===== config.mk =====
export PLATFORM = sky130hd
export DESIGN_NAME = pipe_add_n
export DESIGN_NICKNAME = d
export VERILOG_FILES = /design/src/rtl/pipe_add_n.sv
export SDC_FILE = /design/constraint.sdc
export NUM_CORES = 1
export LEC_CHECK = 0
export BUFFER_PORTS_ARGS = -buffer_cell sky130_fd_sc_hd__buf_2
export CORE_UTILIZATION = 56
export CTS_CLUSTER_DIAMETER = 50
export CTS_CLUSTER_SIZE = 28
export DETAILED_ROUTE_END_ITERATION = 10
export GPL_TIMING_DRIVEN = 0
export PLACE_DENSITY = 0.78
export SLEW_MARGIN = 20
export SYNTH_ARGS = -nofsm -noshare
export SYNTH_HDL_FRONTEND = slang
export SYNTH_SLANG_ARGS = --single-unit

===== constraint.sdc =====
create_clock -name clk -period 2.8 [get_ports clk]
set_clock_uncertainty 0.15 [all_clocks]
set_input_delay 0.7 -clock clk [delete_from_list [all_inputs] [get_ports clk]]
set_output_delay 0.7 -clock clk [all_outputs]
set_load 0.05 [all_outputs]

===== src/rtl/pipe_add_n.sv =====
// pipe_add_n: segmented carry-chain adder, one SEG-bit segment per pipeline stage.
// Each stage adds one segment and passes its carry, the partial sum and the
// operands to the next stage. A final output register holds the complete sum.
// Handshake is valid/ready with a single global advance.
// Optional feature: define PIPE_ADD_SAT_EN to build signed saturation and the
// ovf flag. Without it, ovf is 0 and the result wraps.
module pipe_add_n #(
    parameter int WIDTH = 16,
    parameter int SEG   = 4
) (
    input  logic             clk,
    input  logic             rst,
    input  logic [WIDTH-1:0] a,
    input  logic [WIDTH-1:0] b,
    input  logic             c_in,
    input  logic             in_valid,
    output logic             in_ready,
    output logic [WIDTH-1:0] result,
    output logic             c_out,
    output logic             ovf,
    output logic             out_valid,
    input  logic             out_ready
);

    localparam int SEG_SAFE = (SEG < 1) ? 1 : SEG;
    localparam int STAGES   = WIDTH / SEG_SAFE;

    generate
        if ((SEG < 1) || ((WIDTH % SEG_SAFE) != 0) || (STAGES < 1)) begin : g_bad_cfg
            $error("pipe_add_n: WIDTH must be a positive multiple of SEG and SEG >= 1");
        end
    endgenerate

`ifdef PIPE_ADD_SAT_EN
    // Two's-complement overflow: equal operand signs, differing result sign.
    function automatic logic ovf_fn(input logic sign_a, input logic sign_b,
                                    input logic sign_r);
        return (sign_a == sign_b) && (sign_r != sign_a);
    endfunction

    // Clamp to the most positive or most negative value on overflow.
    function automatic logic [WIDTH-1:0] sat_fn(input logic [WIDTH-1:0] sum,
                                                input logic ovf_v,
                                                input logic neg);
        if (!ovf_v)
            return sum;
        else if (neg)
            return {1'b1, {(WIDTH-1){1'b0}}};
        else
            return {1'b0, {(WIDTH-1){1'b1}}};
    endfunction
`endif

    // Stage registers: valid, carry, partial sum and operands travelling together.
    logic [STAGES-1:0] vld_q;
    logic [STAGES-1:0] cy_q;
    logic [STAGES-1:0] cy_d;
    logic [WIDTH-1:0]  sum_q [STAGES];
    logic [WIDTH-1:0]  sum_d [STAGES];
    logic [WIDTH-1:0]  a_q   [STAGES];
    logic [WIDTH-1:0]  a_d   [STAGES];
    logic [WIDTH-1:0]  b_q   [STAGES];
    logic [WIDTH-1:0]  b_d   [STAGES];

    // Output register.
    logic             out_valid_q;
    logic [WIDTH-1:0] result_q;
    logic             c_out_q;
    logic             ovf_q;
    logic [WIDTH-1:0] result_d;
    logic             ovf_d;

    // Whole pipeline moves together; stalled output freezes every stage.
    logic advance;
    assign advance = !out_valid_q || out_ready;

    // Per-stage segment addition: stage 0 from the inputs, stage k from stage k-1.
    always_comb begin
        logic [WIDTH-1:0] src_a;
        logic [WIDTH-1:0] src_b;
        logic [WIDTH-1:0] src_s;
        logic             src_c;
        logic [SEG_SAFE:0] seg_sum;
        int               pk;
        src_a   = '0;
        src_b   = '0;
        src_s   = '0;
        src_c   = 1'b0;
        seg_sum = '0;
        pk      = 0;
        cy_d    = '0;
        for (int k = 0; k < STAGES; k++) begin
            sum_d[k] = '0;
            a_d[k]   = '0;
            b_d[k]   = '0;
        end
        for (int k = 0; k < STAGES; k++) begin
            pk = (k > 0) ? (k - 1) : 0;
            if (k == 0) begin
                src_a = a;
                src_b = b;
                src_s = '0;
                src_c = c_in;
            end else begin
                src_a = a_q[pk];
                src_b = b_q[pk];
                src_s = sum_q[pk];
                src_c = cy_q[pk];
            end
            seg_sum = {1'b0, src_a[k*SEG_SAFE +: SEG_SAFE]}
                    + {1'b0, src_b[k*SEG_SAFE +: SEG_SAFE]}
                    + (SEG_SAFE+1)'(src_c);
            sum_d[k] = src_s;
            sum_d[k][k*SEG_SAFE +: SEG_SAFE] = seg_sum[SEG_SAFE-1:0];
            cy_d[k]  = seg_sum[SEG_SAFE];
            a_d[k]   = src_a;
            b_d[k]   = src_b;
        end
    end

    // Final result formatting: optional saturation on the completed sum.
    always_comb begin
        result_d = sum_q[STAGES-1];
        ovf_d    = 1'b0;
`ifdef PIPE_ADD_SAT_EN
        ovf_d    = ovf_fn(a_q[STAGES-1][WIDTH-1], b_q[STAGES-1][WIDTH-1],
                          sum_q[STAGES-1][WIDTH-1]);
        result_d = sat_fn(sum_q[STAGES-1], ovf_d, a_q[STAGES-1][WIDTH-1]);
`endif
    end

    // Stage valid bits: cleared by reset so in-flight data is discarded.
    always_ff @(posedge clk or posedge rst) begin
        if (rst) begin
            vld_q <= '0;
        end else if (advance) begin
            vld_q[0] <= in_valid;
            for (int k = 1; k < STAGES; k++)
                vld_q[k] <= vld_q[k-1];
        end
    end

    // Stage datapath registers: no reset needed, qualified by the valid bits.
    always_ff @(posedge clk) begin
        if (advance) begin
            for (int k = 0; k < STAGES; k++) begin
                sum_q[k] <= sum_d[k];
                cy_q[k]  <= cy_d[k];
                a_q[k]   <= a_d[k];
                b_q[k]   <= b_d[k];
            end
        end
    end

    // Output register: loads the last stage on advance, held while stalled.
    always_ff @(posedge clk or posedge rst) begin
        if (rst) begin
            out_valid_q <= 1'b0;
            result_q    <= '0;
            c_out_q     <= 1'b0;
            ovf_q       <= 1'b0;
        end else if (advance) begin
            out_valid_q <= vld_q[STAGES-1];
            result_q    <= result_d;
            c_out_q     <= cy_q[STAGES-1];
            ovf_q       <= ovf_d;
        end
    end

    assign in_ready  = advance;
    assign out_valid = out_valid_q;
    assign result    = result_q;
    assign c_out     = c_out_q;
    assign ovf       = ovf_q;

endmodule

==> results.yml <==
floorplan:
  fp.coreArea_um2: 7290
  initial_utilization: 0.582
  ios: 57
  die_h_um: 89.1
  num_rows: 31
  die_x_um: 89.1
  dieArea_um2: 7940
clock_network:
  clk-insertion-delay-late_ns: 0.49
  clkSinkCount: 114
  clockBufferDepth: 2
  clkTransAtPathRegs_ns: 0.06
  htreeDepth: 4
  cts_setup_buffers: 0
  cts_tree: "done"
  hold_buffers: 0
  cts-buffers-inserted: 17
  cts-root-buf: "clkbuf_8"
logic_synthesis:
  synth-main-ff-cell: "edfxtp_1"
  syn_nets: 259
  synthDistinctLibCells: 19
  synth_seq_cells: 114
  synth_edf_count: 92
  ys_top_cells_by_count: "edfxtp_1 (92), dfrtp_1 (22), mux2_4 (18), inv_1 (13), ha_1 (12)"
  netlist_area_um2: 4250
  synth_area_leader_cell: "edfxtp_1"
  syn_inst: 202
  synth_top_area_frac: 0.651
  synthTopCellsByArea: "edfxtp_1 (65%), dfrtp_1 (13%), mux2_4 (6.4%)"
  post_synth.cell_area_avg_um2: 21.0
  synth.most_common_cell: "edfxtp_1"
  ys_warn_count: 0
  async_flop_share: 0.193
  ys_seq_area_frac: 0.780
timing:
  drv_slew: 0
  final-hold-violation-count: 0
  rsz0062_at_grt: "no"
  setup_tns_ns: 0
  max_clock_freq_mhz: 387
  period_share: 0.923
  tightest_slew_ns: 0.826
  final.min_clock_period_ns: 2.58
  whs_ns: 0.210
  setup_viol_count_final: 0
  max_slew_margin: 0.449
place:
  gp_congestion: 0.687
  portBuffers: 55
  dpl.hpwl_um: 3090
setup_path:
  path_cells: "nand2b_4 > buf_6 > buf_16 > buf_2"
  crit_fanout: 51
  reg2reg_slack_ns: 0.68
  required_ns: 1.95
  reg2reg_to: "cy_q[3]"
  cp_slowest_cell: "dfrtp_1"
  cp-end-kind: "primary output"
  crit_buf_inv: 3
  cp-start-kind: "flop"
  reg2regPathDepth: 4
  slowest_delay_ns: 0.40
  path_class: "reg2out"
  timing.rr.start: "cy_q[2]"
  crit_arrival_ns: 1.73
  crit_family: "buffers and inverters"
min_path:
  hp-class: "in2async"
power_and_ir_drop:
  p_total_w: 0.00696
  p_leak_nw: 2.27
  power_density_nw_per_um2: 1300
  ir_drop_uv: 689
global_routing:
  grtUsageMet3: 0.0637
  antenna_found_initial: 0
  grt_remaining_overflow: 0
  use_met2: 0.280
  grt_pass1_wl_um: 8950
  grt_pass1_vias: 1888
  grt_most_used_layer: "met2"
  grt_max_degree: 103
  grt.total_usage: 0.165
  grt.met1_usage: 0.183
layout:
  layout-drive-gt1-share: 0.383
  fin_nets: 334
  syn_to_final_growth_pct: 26.4
  diodes: 0
  nFillCells: 468
flow_run:
  cap_violations: 0
routing:
  vias: 1898
  drt-initial-drc-count: 98
  drt_first_pass_iters: 4
  routedWlPerCell_um: 14.8
  drc: 0
  vias_per_cell: 4.88
  wirelength_um: 5780
  antenna_left: 0
run_status:
  status: "finished clean"
cells by family (layout without fill, tap and decap cells):
kind of cell	count (synthesis)	count (layout)	synth area share
xor+xnor	8	8	0.0165
compound gates	13	13	0.0189
flops	114	114	0.780
buf+inv	17	105	0.0253
fa+ha+maj	20	20	0.0731
simple gates	8	8	0.0136
mux	21	21	0.0716
other cells	1	1	0.000883
layout by cell type (no fill, tap or decap), drive strengths merged, types with 4 or more instances in the layout:
cell    Yosys  layout
a21oi       4       4
ha         12      12
dfrtp      22      22
inv        13      13
mux2       21      21
clkbuf      0      23
bufinv      0       7
fa          8       8
a21o        6       6
nand2b      5       5
buf         4      59
xnor2       7       7
edfxtp     92      92
layout make-up:
class	count	area, um^2	share of cell area
well taps	99	124	0.0231
multi-input cells	71	826	0.154
inverters	13	48.8	0.00909
clock inverters	10	226	0.0422
plain buffers	4	66.3	0.0124
clock buffers	22	463	0.0862
repair buffers	56	300	0.0559
flip-flops and latches	114	3310	0.617
timing repair:
action	4_1_cts	5_1_grt
endpoints found under the setup margin	1	1
resized for setup	1	0
pin swaps	0	0
gates cloned	0	1
sequential cells by signal (all words and copies together), names as in the netlist:
signal	cells
c_out	1
result	16
sum_q	40
a_q	24
cy_q	4
out_valid	1
vld_q	4
b_q	24
worst max path at each step:
stage | from | endpoint | cells past startpoint
final | out_valid | in_ready | 4
after CTS | out_valid | in_ready | 4
after global routing | out_valid | in_ready | 4
after detailed placement | out_ready | in_ready | 5
after global placement | out_ready | in_ready | 5
after floorplan | out_ready | in_ready | 3
where the power goes:
group,internal [W],leakage [nW],switching [W]
logic,0.000623,0.759,0.000989
registers,0.00264,1.18,0.000240
clock network,0.00178,0.333,0.000687
total,0.00504,2.27,0.00192
layer usage:
metal / part of all wire / vias up / wire length [um]
met4: 0.012 / 0 / 72
met5: 0 / - / 0
met3: 0.045 / 10 / 259
met1: 0.41 / 933 / 2370
met2: 0.53 / 57 / 3080
li1: - / 898 / -
per-stage QoR:
stage          setup slack [ns]  utilization  std cells  cell area, um^2
2_1_floorplan             0.619            -        202             4250
3_3_place_gp              0.115        0.637        356             4650
3_5_place_dp              0.101        0.637        356             4650
4_1_cts                  0.0121        0.733        388             5340
5_1_grt                   0.135        0.736        389             5370
6_report                  0.216        0.736        389             5370
Note: power is estimated with default switching activity, not from simulation.
